--- src/rtl/map_pkg.sv ---
// Shared types and frame sizes for the VGA map BRAM write path.
package map_pkg;

  localparam int unsigned FRAME_WORDS_640x480 = 307200;
  localparam int unsigned FRAME_WORDS_384x288 = 110592;

  typedef enum logic {
    ARB,
    CLEAR
  } state_t;

  typedef enum logic {
    GNT_RF,
    GNT_DP
  } gnt_t;

endpackage

--- src/rtl/rr_arbiter2.sv ---
// Two-way round-robin grant; the last-grant pointer moves only on a transfer.
module rr_arbiter2
  import map_pkg::*;
(
  input  logic clk,
  input  logic reset,
  input  logic hold,
  input  logic rf_req,
  input  logic dp_req,
  output logic rf_gnt_c,
  output logic dp_gnt_c
);

  gnt_t last_q;

  // RF wins a contest unless it was the last one served
  always_comb begin
    rf_gnt_c = 1'b0;
    dp_gnt_c = 1'b0;
    if (!hold) begin
      if (rf_req && (!dp_req || last_q == GNT_DP)) begin
        rf_gnt_c = 1'b1;
      end else if (dp_req) begin
        dp_gnt_c = 1'b1;
      end
    end
  end

  // Grants only assert alongside a request, so a grant is a transfer
  always_ff @(posedge clk or negedge reset) begin
    if (!reset) begin
      last_q <= GNT_DP;
    end else if (rf_gnt_c) begin
      last_q <= GNT_RF;
    end else if (dp_gnt_c) begin
      last_q <= GNT_DP;
    end
  end

endmodule

--- src/rtl/map_write_arbiter.sv ---
// Port A owner of the VGA map BRAM: round-robin pixel writes from the
// rangefinder and disparity paths, plus a frame-clear sweep.
module map_write_arbiter
  import map_pkg::*;
#(
  parameter int unsigned ADDR_W      = 19,
  parameter int unsigned DATA_W      = 8,
  parameter int unsigned FRAME_WORDS = FRAME_WORDS_640x480
) (
  input  logic              clk,
  input  logic              reset,
  input  logic              rf_en,
  input  logic              rf_valid,
  input  logic [ADDR_W-1:0] rf_addr,
  input  logic [DATA_W-1:0] rf_data,
  output logic              rf_ready,
  input  logic              dp_en,
  input  logic              dp_valid,
  input  logic [ADDR_W-1:0] dp_addr,
  input  logic [DATA_W-1:0] dp_data,
  output logic              dp_ready,
  input  logic              clr_start,
  input  logic [ADDR_W-1:0] clr_len,
  input  logic [DATA_W-1:0] clr_value,
  output logic              clr_busy,
  output logic              clr_done,
  output logic [ADDR_W-1:0] bram_addr,
  output logic [DATA_W-1:0] bram_din,
  output logic              bram_en,
  output logic              bram_we,
  output logic [15:0]       drop_cnt
);

  localparam logic [ADDR_W-1:0] FRAME_LIM = ADDR_W'(FRAME_WORDS);
  localparam logic [15:0]       DROP_MAX  = 16'hFFFF;

  state_t              state_q, state_d;
  logic [ADDR_W-1:0]   cnt_q, cnt_d;
  logic [ADDR_W-1:0]   len_q, len_d;
  logic [DATA_W-1:0]   val_q, val_d;
  logic [ADDR_W-1:0]   addr_d;
  logic [DATA_W-1:0]   din_d;
  logic                en_d, we_d, busy_d, done_d;
  logic [15:0]         drop_d;
  logic                hold_c;
  logic [ADDR_W-1:0]   req_addr_c;
  logic [DATA_W-1:0]   req_data_c;

  // A clear request blocks arbitration in the very cycle it is raised
  assign hold_c = (state_q != ARB) || clr_start;

  rr_arbiter2 u_rr (
    .clk      (clk),
    .reset    (reset),
    .hold     (hold_c),
    .rf_req   (rf_en & rf_valid),
    .dp_req   (dp_en & dp_valid),
    .rf_gnt_c (rf_ready),
    .dp_gnt_c (dp_ready)
  );

  assign req_addr_c = dp_ready ? dp_addr : rf_addr;
  assign req_data_c = dp_ready ? dp_data : rf_data;

  // Next-state and next-output logic
  always_comb begin
    state_d = state_q;
    cnt_d   = cnt_q;
    len_d   = len_q;
    val_d   = val_q;
    addr_d  = bram_addr;
    din_d   = bram_din;
    en_d    = 1'b0;
    we_d    = 1'b0;
    busy_d  = clr_busy;
    done_d  = 1'b0;
    drop_d  = drop_cnt;
    case (state_q)
      ARB: begin
        if (clr_start) begin
          state_d = CLEAR;
          cnt_d   = '0;
          len_d   = (clr_len > FRAME_LIM) ? FRAME_LIM : clr_len;
          val_d   = clr_value;
          busy_d  = 1'b1;
        end else if (rf_ready || dp_ready) begin
          if (req_addr_c < FRAME_LIM) begin
            addr_d = req_addr_c;
            din_d  = req_data_c;
            en_d   = 1'b1;
            we_d   = 1'b1;
          end else if (drop_cnt != DROP_MAX) begin
            drop_d = drop_cnt + 16'd1;
          end
        end
      end
      CLEAR: begin
        if (len_q != '0) begin
          addr_d = cnt_q;
          din_d  = val_q;
          en_d   = 1'b1;
          we_d   = 1'b1;
          cnt_d  = cnt_q + ADDR_W'(1);
        end
        if (len_q == '0 || cnt_q == len_q - ADDR_W'(1)) begin
          state_d = ARB;
          busy_d  = 1'b0;
          done_d  = 1'b1;
        end
      end
      default: state_d = ARB;
    endcase
  end

  // State and registered outputs; reset aborts any sweep without clr_done
  always_ff @(posedge clk or negedge reset) begin
    if (!reset) begin
      state_q   <= ARB;
      cnt_q     <= '0;
      len_q     <= '0;
      val_q     <= '0;
      bram_addr <= '0;
      bram_din  <= '0;
      bram_en   <= 1'b0;
      bram_we   <= 1'b0;
      clr_busy  <= 1'b0;
      clr_done  <= 1'b0;
      drop_cnt  <= '0;
    end else begin
      state_q   <= state_d;
      cnt_q     <= cnt_d;
      len_q     <= len_d;
      val_q     <= val_d;
      bram_addr <= addr_d;
      bram_din  <= din_d;
      bram_en   <= en_d;
      bram_we   <= we_d;
      clr_busy  <= busy_d;
      clr_done  <= done_d;
      drop_cnt  <= drop_d;
    end
  end

endmodule
--- config.mk ---
export PLATFORM = sky130hd
export DESIGN_NAME = map_write_arbiter
export DESIGN_NICKNAME = d
export VERILOG_FILES = /design/src/rtl/map_pkg.sv /design/src/rtl/rr_arbiter2.sv /design/src/rtl/map_write_arbiter.sv
export SDC_FILE = /design/constraint.sdc
export NUM_CORES = 1
export LEC_CHECK = 0
export ABC_AREA = 1
export BUFFER_PORTS_ARGS = -buffer_cell sky130_fd_sc_hd__buf_4
export CORE_ASPECT_RATIO = 0.6
export CORE_MARGIN = 5
export CORE_UTILIZATION = 59
export DETAILED_ROUTE_END_ITERATION = 6
export PLACE_DENSITY = 0.87
export SYNTH_ARGS = -nofsm -noshare
export SYNTH_HDL_FRONTEND = slang
export SYNTH_SLANG_ARGS = --single-unit
export TNS_END_PERCENT = 50
--- constraint.sdc ---
create_clock -name clk -period 3.3 [get_ports clk]
set_input_delay 0.165 -clock clk [delete_from_list [all_inputs] [get_ports clk]]
set_output_delay 0.165 -clock clk [all_outputs]
set_load 0.01 [all_outputs]
* Word level (Yosys, flattened, before mapping) *
Cells that the tools add are included.

word-level totals
  register bits = 94
  input bits = 88
  output and inout bits = 49
  logic and storage cells = 79

operators by class
  add/subtract/negate cells = 3
  magnitude comparators = 2
  eq/ne operators = 8
  mux-type cells = 36
  bitwise logic cells = 5
  reductions and logical operators = 14

operators with widths
  kind                                                                  count
  19-bit two-way mux                                                    8
  19-bit one-hot mux with 2 select lines                                2
  8-bit two-way mux                                                     5
  19-bit by 1-bit adder with 19-bit output, second input constant       1
  19-bit equality test                                                  1
  19-bit greater-than comparator, second input constant                 1
  19-bit zero test                                                      1
  19-bit < comparator, second input constant                            1
  19-bit nonzero test                                                   1
  19-bit by 1-bit subtractor with 19-bit output, second input constant  1
  1-bit two-way mux                                                     17
  16-bit by 1-bit adder with 16-bit output, second input constant       1
  16-bit != test, second input constant                                 1
  8-bit one-hot mux with 2 select lines                                 1
  2-bit != test, second input constant                                  4
  1-bit one-hot mux with 2 select lines                                 3
  2-bit AND reduction                                                   3
  5-bit AND reduction                                                   1
  1-bit logical OR                                                      4
  2-bit by 1-bit != test with 1-bit output, second input constant       2
  4-bit AND reduction                                                   1
  1-bit inverter                                                        3
  1-bit AND                                                             2
  2-bit nonzero test                                                    1
  other kinds (2)                                                       2

* Depth between registers and ports, before layout *
Gate-level depths: netlist (run 1).

  depth in word-level cells = 12
  gate-level depth with buffers = 16
  mapped depth without buffers = 14

* Hierarchy *
Synthesis (run 1) repeated with hierarchy kept, for this count alone.

unflattened totals
  cell total of the unflattened synthesis = 850
  area total of the unflattened synthesis = 5845.6 um2

by module, submodules not included
  module             times used  cells each  area each (um2)  sequential area each (um2)
  map_write_arbiter  1           838         5771.8           2327.2
  rr_arbiter2        1           12          73.8             26.3

* Worst setup path after synthesis (run 1) *
Ideal clock, no wire load.

  path type = reg2reg
  from = register len_q[0]
  to = register state_q
  library setup time = 0.142 ns
  arrival time = 1.769 ns
  required time = 3.158 ns
  path slack = 1.389 ns
  stages on the path, launching flop included = 14
  path buffers = 0
  clock period less this slack = 1.911 ns
  cells stage by stage = dfrtp_1 > inv_1 > ha_1 > nand2_1 > nor2_1 > nand2_1 > nor2_1 > nand3_1 > nand2_1 > inv_1 > nor2_1 > nand3_1 > nand2_1 > o21ai_0

between the ends
  cells in the longest elaborated chain, start to end = 5
  elaborated cells on any way between the ends = 6
  those cells by class = 1 x add/sub; 1 x eq/ne; 2 x mux; 2 x reduce/logical

ends and longest elaborated chain
  what                                           RTL line                  source
  start: declaration                             map_write_arbiter.sv:39   logic [ADDR_W-1:0] len_q, len_d;
  start signal: assignment                       map_write_arbiter.sv:132  len_q <= len_d;
  19-bit by 1-bit subtractor with 19-bit output  map_write_arbiter.sv:105  if (len_q == '0 || cnt_q == len_q - ADDR_W'(1)) begin
  19-bit equality test                           map_write_arbiter.sv:105
  1-bit logical OR *                             map_write_arbiter.sv:105
  1-bit two-way mux *                            map_write_arbiter.sv:105
  1-bit one-hot mux with 2 select lines *        map_write_arbiter.sv:78   case (state_q)
  net state_d                                    map_write_arbiter.sv:37   state_t state_q, state_d;
  end signal: assignment                         map_write_arbiter.sv:130  state_q <= state_d;
  end: declaration                               map_write_arbiter.sv:37

Mark *: on every way through the listed nets, which the timed path passes. The rest lies on a longest branch.
A chain may end at the register's enable or synchronous reset.

* Worst setup path after layout (run 1) *
  from = register state_q
  to = register drop_cnt[15]

between the ends
  cells in the longest elaborated chain, start to end = 6
  elaborated cells on any way between the ends = 9
  those cells by class = 1 x order compare; 3 x mux; 2 x bitwise; 3 x reduce/logical

ends and longest elaborated chain
  what                                    RTL line                  source
  1-bit logical OR                        map_write_arbiter.sv:50   assign hold_c = (state_q != ARB) || clr_start;
  1-bit two-way mux                       rr_arbiter2.sv:20         if (!hold) begin
  19-bit two-way mux                      map_write_arbiter.sv:62   assign req_addr_c = dp_ready ? dp_addr : rf_addr;
  19-bit < comparator                     map_write_arbiter.sv:87   if (req_addr_c < FRAME_LIM) begin
  1-bit inverter (no source line)         n/a
  5-bit AND reduction (no source line) *  n/a
  end signal: assignment                  map_write_arbiter.sv:140  drop_cnt <= drop_d;
  end: declaration                        map_write_arbiter.sv:31   output logic [15:0] drop_cnt

Mark *: on every way between the ends. The rest lies on a longest branch, timed or not.

==> metrics, run 1 <==
area of the multi-input gates 2957 um2; via density per instance ~5.5; post-synthesis cell count 816; Worst Hold End val_q[3]; via count 5930; Num CTS Buffers 9; CTS Sinks 94; area leader, netlist dfrtp_1; Die X 137.7 um; top post-synthesis cells by area dfrtp_1, nand2_1, nand3_1; Reg area 2354 um2; most frequent cells in the layout nand2_1, buf_4, dfrtp_1, nor2_1, nand3_1; WS Path Type reg2reg; Critical R2R Capture drop_cnt[15]; hold path start clr_value[3]; number of remaining DRC errors 2; CP max stage delay 0.78 ns; top-level port count between 100 and 150; post-synthesis cell type count between 40 and 50; die area 11930 um2; Seq cells post-synth 94; wire per inst 15.28 um; arrival time worst endpoint 3.08 ns; Die Ht 86.64 um; input/output buffers 136; Period Utilization, post-route around 86%; worst vdd ir 0.0002736 V; P per Cell Area 393.9 nW/um2; drt first-iter violations 562; Mapped Nets 908; share of the synthesized area in the top cell type 40.29%; CTS tree built; worst hold path depth 3; path depth of the worst reg2reg path 9; kind of start point of the critical path register; HPWL Detailed roughly 12000 um; worst r2r src state_q; RSZ-0062 raised after global routing false; worst hold margin 0.005424 ns; outcome complete, but fails checks; Pre-Repair DR Iteration Count 7; nets@finish 1030; clock-pin slew on the worst setup and hold paths 0.07 ns; Top delay family on crit path simple AND/OR/NAND/NOR gates; Initial Utilization just under 60%; clk root buf clkbuf_16; post-synthesis cell area slightly below 6000 um2; final WL ~16000 um; skew final 0.007644 ns; all-layer global routing usage 27.99%; Fmax 351.4 MHz; vias in the first global route 5451; worst-path cell chain inv_4, nand2_2, nor2_4, nand2_2, buf_4, a21oi_1, nand2_2, nand2_1, o21ai_2; worst path bufs/invs 2; htree depth 3; Hold Crit Class in2reg; ANT nets after route 0; remaining global-route overflow 0; Final min period 2.846 ns; Syn-to-layout area delta 23.87%; # setup viols final 0; post-synthesis sequential area ratio 40.75%; Max Root-Sink Buffers 2; final hold vios 0; core area 9704 um2; share of cells above drive strength 1 19.51%; r2r setup slk about 0.45 ns; largest net degree at the start of global routing between 40 and 50; Placer Congestion 0.9338; Setup Fix Bufs, Post-CTS 0; Ant. Diodes 0; Crit Path Max Fanout 29; worst slew pin tran 0.9720 ns; Syn Area/Cell 7.078 um2; CP max stage cell a21oi_1; max-slew violation count 0; initial antenna violation count 0; worst rel slew slack 35.13%; leak pwr 0.003656 uW; failing checks design-rule violations; CP required 3.53 ns; commonest non-fill, non-tap cell in the layout nand2_1; CP endpoint kind register; first-pass GRT wire length 26520 um; TNS Setup 0 ns; clock latency on the worst-skew pair 0.35 ns; # Max-Cap Violations 0; Layout fillers between 700 and 800; yosys warns 0; CP dominant cell by count nand2_2; FP Rows 28
## how the worst max path moves through the flow
stage               slack [ns]     start  cells after the start            to
finish                    0.45   state_q                      9  drop_cnt[15]
global route              0.22   state_q                      9   drop_cnt[6]
CTS                       0.25   state_q                      9  drop_cnt[15]
detailed placement        0.25   state_q                      9   drop_cnt[2]
global placement          0.40   state_q                      9  drop_cnt[13]
floorplan                 1.39  len_q[0]                     13       state_q
## area by class of cell
type                            count  area share (%)
Inverter                           77           4.075
Timing Repair Buffer              145           15.25
Clock buffer                        9           3.148
Clock inverter                      7          0.9444
Multi-Input combinational cell    611           41.33
Tap cell                          135           2.361
Sequential cell                    94           32.90
## power by group
group          internal [uW]  leakage (uW)  total (uW)  switching, uW
Clock                    531      0.000142        1030            495
Sequential              1230       0.00117        1320           90.6
Combinational            238       0.00235         471            233
Total                   2000       0.00366        2820            818
## what timing repair did
item                       CTS  global route
hold endpoints to repair    38             0
setup endpoints to repair    0             7
hold buffers                 1             0
gates resized for setup      0             1
## cell families after synthesis
family / synth area share (%)
DFF: 40.75
adders and majority gates: 0.8666
xor gates and xnor gates: 5.394
and+or+nand+nor: 35.31
buffers and inverters: 8.146
AOI/OAI and AO/OA: 9.185
muxes: 0.3466
## worst min-delay path, stage by stage
cell	delay, ns
buf_4	0.07
nand2_1	0.04
nand2_1	0.05
## cells in the mapped netlist (all sizes together)
master    n
a21bo     1
a21boi    1
a21oi    11
a22o      1
a22oi     2
a31oi    21
and2      1
buf      14
clkbuf   20
dfrtp    93
dfstp     1
ha        4
inv      77
mux2i     2
nand2   281
nand3    79
nand3b    5
nand4     9
nor2     85
nor3     12
nor4      7
o211ai    1
o21ai    42
o22ai     7
o31ai     2
or2       3
xnor2     9
xnor3     1
xor2     24
## state kept, by name, summed over array words and instances, names as in the netlist
register,flops
u_rr.last_q,1
state_q,1
bram_addr,19
drop_cnt,16
bram_din,8
len_q,19
clr_busy,1
clr_done,1
val_q,8
bram_we,1
cnt_q,19
## metrics by stage
step	cells	power, uW	instance area (um2)	worst slack (ns)	utilization (%)
final	1078	2818	7154	0.4544	73.72
after global routing	1078	2935	7154	0.2182	73.72
after CTS	1078	2829	7152	0.2482	73.70
after detailed placement	1061	1808	6849	0.2529	70.58
after global placement	1061	1795	6849	0.3989	70.58
after floorplan	816	1579	5776	1.389	-
## layer usage
| layer | track usage [%] | vias up | share of wire (%) |
|---|---|---|---|
| met3 | 5.220 | 33 | 10 |
| met2 | 40.04 | 279 | 42 |
| li1 | - | 2868 | - |
| met4 | 7.534 | 0 | 1.7 |
| met5 | 0 | - | 0 |
| met1 | 43.36 | 2750 | 46 |
(Power assumes the default switching activity.)
==> inputs of run 2 (changes only) <==
--- a/config.mk
+++ b/config.mk
@@ -9,9 +9,9 @@
 export BUFFER_PORTS_ARGS = -buffer_cell sky130_fd_sc_hd__buf_4
 export CORE_ASPECT_RATIO = 0.6
 export CORE_MARGIN = 5
-export CORE_UTILIZATION = 59
+export CORE_UTILIZATION = 49
 export DETAILED_ROUTE_END_ITERATION = 6
-export PLACE_DENSITY = 0.87
+export PLACE_DENSITY = 0.77
 export SYNTH_ARGS = -nofsm -noshare
 export SYNTH_HDL_FRONTEND = slang
 export SYNTH_SLANG_ARGS = --single-unit
==> constraint.sdc (replaced) <==
create_clock -name clk -period 2.6 [get_ports clk]
set_input_delay 0.13 -clock clk [delete_from_list [all_inputs] [get_ports clk]]
set_output_delay 0.13 -clock clk [all_outputs]
set_load 0.01 [all_outputs]
==> run 2 against run 1 <==
Compared with the run above:
- the run now ends clean
- cell count increased by 3.4%
- clock power is 35% higher
- worst hold slack gained 0.0048 ns
- clock skew about the same
- maximum frequency increased by 16%
- critical path type unchanged
==> metrics, run 2 (synthesized netlist as in run 1, its figures left out) <==
Die Ht 94.10 um (+8.6%); # setup viols final 0 (unchanged); top-level port count 137 (unchanged); largest net degree at the start of global routing 54 (+20%); TNS Setup 0 ns (unchanged); Final min period 2.458 ns (-0.3881 ns); Util after Layout 64.34% (-9.4 points); input/output buffers 136 (unchanged); remaining global-route overflow 0 (unchanged); CTS tree built; Top delay family on crit path simple AND/OR/NAND/NOR gates; clock latency on the worst-skew pair 0.35 ns (about the same); CP dominant cell by count nand2_2; initial antenna violation count 0 (unchanged); Die X 150.2 um (+9.0%); max-slew violation count 0 (unchanged); Finished Layout Cells 1115 (+3.4%); vias in the first global route 5420 (-0.57%); commonest non-fill, non-tap cell in the layout nand2_1; r2r setup slk 0.14 ns (-0.31 ns); Num CTS Buffers 9 (unchanged); first-pass GRT wire length 27430 um (+3.4%); nets@finish 1042 (+1.2%); Max Root-Sink Buffers 2 (unchanged); leak pwr 0.003727 uW (+1.9%); ANT nets after route 0 (unchanged); arrival time worst endpoint 2.73 ns (-0.35 ns); Crit Path Max Fanout 20 (-31%); Largest regs bram_addr (19), cnt_q (19), len_q (19); CP required 2.88 ns (-0.65 ns); final hold vios 0 (unchanged); drt first-iter violations 469 (-17%); outcome finished clean; wire per inst 15.07 um (-1.4%); worst vdd ir 0.0003319 V (+21%); Hold Crit Class in2reg; CP endpoint kind register; CTS Sinks 94 (unchanged); most frequent cells in the layout nand2_1, buf_4, dfrtp_1, nor2_1, nand3_1; clock-pin slew on the worst setup and hold paths 0.07 ns (about the same); # Max-Cap Violations 0 (unchanged); Placer Congestion 0.9695 (+3.8%); number of remaining DRC errors 0 (-2); Setup Fix Bufs, Post-CTS 0 (unchanged); Pre-Repair DR Iteration Count 5 (-2); dpl cells 1092 (+2.9%); WS Path Type reg2reg; die area 14130 um2 (+18%); worst path bufs/invs 2 (unchanged); htree depth 3 (unchanged); skew final 0.008022 ns (+0.0003779 ns); Initial Utilization 50.61% (-8.9 points); all-layer global routing usage 24.18% (-3.8 points); worst-path cell chain o21ai_1, nand2_2, inv_2, o21ai_0, nor3_2, nand2_2, nand2_2, nand2_1, buf_4, nand2_1, o21ai_2; RSZ-0062 raised after global routing false; Layout fillers 1021 (+35%); share of cells above drive strength 1 20.00% (+0.49 points); via density per instance 5.288 (-3.9%); worst slew pin tran 0.7023 ns (-0.2697 ns); P per Cell Area 500.8 nW/um2 (+27%); worst hold margin 0.01022 ns (+0.004793 ns); Ant. Diodes 0 (unchanged); worst rel slew slack 53.18% (+18 points); Syn-to-layout area delta 27.12%; FP Rows 30 (+7.1%); via count 5896 (-0.57%); kind of start point of the critical path register; CP max stage cell dfstp_2; final WL 16800 um (+2.0%); Fmax 406.9 MHz (+16%); core area 11410 um2 (+18%); CP max stage delay 0.53 ns (-0.25 ns); clk root buf clkbuf_16; Period Utilization, post-route 94.52% (+8.3 points); HPWL Detailed 12780 um (+4.8%)
run 2: routing by layer:
layer | global-route usage, % | part of all wire (%)
met1 | 37.53 | 48
met2 | 33.17 | 40
met3 | 6.220 | 9.7
met4 | 5.556 | 1.5
met5 | 0 | 0
run 2: path summary, 6_finish.rpt:
check                          endpoint        start  cells past startpoint
hold reg to reg                val_q[3]     val_q[3]                      2
min in group asynchronous      len_q[2]        reset                      2
setup / recovery            drop_cnt[6]  u_rr.last_q                     11
hold / removal                 len_q[8]   clr_len[8]                      3
setup reg to reg            drop_cnt[6]  u_rr.last_q                     11
max in group asynchronous  bram_addr[0]        reset                      3
run 2: power by group:
part	internal, uW	leakage [uW]	switching, uW
clock	770	0.000154	621
sequential	1560	0.00117	114
combinational	310	0.00240	300
total	2640	0.00373	1030
run 2: metrics by stage:
step,worst slack [ns],instance area (um2),power [uW]
CTS,0.1823,7333,3692
detailed placement,0.1973,6950,2302
floorplan,0.6891,5776,2004
global placement,0.2853,6950,2287
global route,0.02513,7342,3863
finish,0.1425,7342,3677
run 2: repair_timing:
action                                  4_1_cts  5_1_grt
endpoints found under the setup margin        0       20
hold buffers                                  7        0
endpoints found under the hold margin        56        0
resized for setup                             0        2
run 2: worst reg2reg max path, delay by kind of cell (launching register included):
kind	cells	cell delay, ns
AOI/OAI and AO/OA	3	0.63
buffers and inverters	2	0.39
DFF	1	0.53
and+or+nand+nor	6	0.84
run 2: cell type report:
type / instances / area (um2) / share of cell area, %
multi-input combinational: 611 / 2963 / 40.35
clock buffer: 9 / 225.2 / 3.067
sequential: 94 / 2354 / 32.06
inverter: 77 / 291.5 / 3.971
clock inverter: 7 / 87.58 / 1.193
timing repair buffer: 157 / 1221 / 16.63
tap: 160 / 200.2 / 2.727
==> inputs of run 3 (changes only) <==
--- a/config.mk
+++ b/config.mk
@@ -9,9 +9,10 @@
 export BUFFER_PORTS_ARGS = -buffer_cell sky130_fd_sc_hd__buf_4
 export CORE_ASPECT_RATIO = 0.6
 export CORE_MARGIN = 5
-export CORE_UTILIZATION = 49
+export CORE_UTILIZATION = 51
+export CTS_BUF_LIST = sky130_fd_sc_hd__clkbuf_2 sky130_fd_sc_hd__clkbuf_4 sky130_fd_sc_hd__clkbuf_8
 export DETAILED_ROUTE_END_ITERATION = 6
-export PLACE_DENSITY = 0.77
+export PLACE_DENSITY = 0.79
 export SYNTH_ARGS = -nofsm -noshare
 export SYNTH_HDL_FRONTEND = slang
 export SYNTH_SLANG_ARGS = --single-unit
==> run 3 against run 2 <==
Compared with the run above:
- final area fell by 0.12%
- flip-flop and latch count unchanged
- die area fell by 3.6%
- first-iteration DRC count did not move
- worst hold slack worse by 0.0021 ns
- maximum frequency increased by 4.1%
- utilization is 1.2 points higher
- global-route usage is 1.7 points higher
==> metrics, run 3 (synthesized netlist as in run 1, its figures left out) <==
skew final 0.01440 ns (+0.006381 ns); Die X 147.4 um (-1.8%); CTS tree built; most frequent cells in the layout nand2_1, buf_4, dfrtp_1, nor2_1, nand3_1; drt first-iter violations 469 (unchanged); ANT nets after route 0 (unchanged); Ant. Diodes 0 (unchanged); CP max stage delay 0.72 ns (+0.19 ns); Top delay family on crit path compound AO/OA/AOI/OAI gates; CTS Sinks 94 (unchanged); outcome finished clean; HPWL Detailed 12870 um (+0.71%); Hold Crit Class in2reg; CP required 2.86 ns (-0.02 ns); TNS Setup 0 ns (unchanged); remaining global-route overflow 0 (unchanged); leak pwr 0.003734 uW (+0.20%); Period Utilization, post-route 90.76% (-3.8 points); via density per instance 5.350 (+1.2%); # setup viols final 0 (unchanged); Setup Fix Bufs, Post-CTS 0 (unchanged); nets@finish 1056 (+1.3%); worst hold margin 0.008134 ns (-0.002083 ns); Largest regs bram_addr (19), cnt_q (19), len_q (19); Initial Utilization 51.63% (+1.0 points); Syn-to-layout area delta 26.97%; WS Path Type reg2reg; cts repair resizes 0 (unchanged); worst slew pin tran 0.9335 ns (+0.2313 ns); via count 5954 (+0.98%); share of cells above drive strength 1 19.71% (-0.29 points); Final min period 2.360 ns (-0.09771 ns); Layout fillers 1003 (-1.8%); clock-pin slew on the worst setup and hold paths 0.11 ns (+0.04 ns); max-slew violation count 0 (unchanged); FP Rows 30 (unchanged); number of remaining DRC errors 0 (unchanged); Placer Congestion 0.9013 (-7.0%); Reg area 2354 um2 (unchanged); kind of start point of the critical path register; top-level port count 137 (unchanged); worst rel slew slack 37.76% (-15 points); Num CTS Buffers 9 (unchanged); Crit Path Max Fanout 20 (unchanged); input/output buffers 136 (unchanged); all-layer global routing usage 25.86% (+1.7 points); initial antenna violation count 0 (unchanged); vias in the first global route 5564 (+2.7%); arrival time worst endpoint 2.62 ns (-0.11 ns); die area 13620 um2 (-3.6%); Die Ht 92.43 um (-1.8%); Fmax 423.8 MHz (+4.1%); clk root buf clkbuf_8; CP max stage cell a21oi_1; area of the multi-input gates 2954 um2 (-0.30%); largest net degree at the start of global routing 53 (-1.9%); worst-path cell chain ha_1, nand2_1, nor2_1, nand3_1, nor3_1, a21oi_1, nand2_1, buf_4, nand2_1, o21ai_2; worst vdd ir 0.0002370 V (-29%); commonest non-fill, non-tap cell in the layout nand2_1; first-pass GRT wire length 28630 um (+4.4%); Max Root-Sink Buffers 2 (unchanged); final hold vios 0 (unchanged); P per Cell Area 450.3 nW/um2 (-10%); Pre-Repair DR Iteration Count 5 (unchanged); worst path bufs/invs 1 (-1); CP endpoint kind register; htree depth 3 (unchanged); clock latency on the worst-skew pair 0.38 ns (+0.03 ns); CP dominant cell by count nand2_1; core area 11190 um2 (-2.0%); wire per inst 15.50 um (+2.8%); RSZ-0062 raised after global routing false; final WL 17250 um (+2.6%); # Max-Cap Violations 0 (unchanged)
-- run 3: per-layer routing --
layer	track usage, %	routed length (um)
met5	4.615	78
met1	40.06	8430
met3	5.428	1406
met4	6.589	266
met2	35.99	7064
-- run 3: layout make-up --
type                    count  area share [%]
multi-input cells         611           40.28
well taps                 144           2.457
flip-flops and latches     94           32.09
clock inverters             7           1.007
inverters                  77           3.975
repair buffers            171           18.50
clock buffers               9           1.689
-- run 3: worst paths after layout --
| path | from | endpoint | depth (start not counted) | slack [ns] |
|---|---|---|---|---|
| hold reg to reg | val_q[3] | val_q[3] | 2 | 0.48 |
| setup reg to reg | drop_cnt[1] | drop_cnt[15] | 10 | 0.24 |
| setup / recovery | drop_cnt[1] | drop_cnt[15] | 10 | 0.24 |
| min in group asynchronous | reset | val_q[6] | 2 | 0.31 |
| max in group asynchronous | reset | len_q[12] | 3 | 1.53 |
| hold / removal | clr_len[3] | len_q[3] | 3 | 0.008 |
-- run 3: through the flow --
stage / instance area [um2] / cells / total power (uW) / setup WS [ns] / util (%)
2_1_floorplan: 5776 / 816 / 2004 / 0.6891 / -
3_3_place_gp: 6945 / 1078 / 2301 / 0.4193 / 62.09
3_5_place_dp: 6945 / 1078 / 2316 / 0.2957 / 62.09
4_1_cts: 7333 / 1113 / 3315 / 0.2690 / 65.56
5_1_grt: 7333 / 1113 / 3469 / 0.03632 / 65.56
6_report: 7333 / 1113 / 3302 / 0.2402 / 65.56
-- run 3: what timing repair did --
action	in CTS	in global routing
hold endpoints to repair	67	0
setup endpoints to repair	0	0
hold buffers	19	0
-- run 3: power breakdown --
part	internal (uW)	leakage (uW)	switching (uW)	total (uW)
combinational	322	0.00247	309	631
clock	380	0.000101	605	985
sequential	1560	0.00117	126	1690
-- run 3: worst reg2reg max path, cell delays in order, from the launching register on --
cell and delay, ns:
dfrtp_1 0.43, ha_1 0.24, nand2_1 0.10, nor2_1 0.08
nand3_1 0.12, nor3_1 0.06, a21oi_1 0.72, nand2_1 0.11
buf_4 0.26, nand2_1 0.09, o21ai_2 0.05
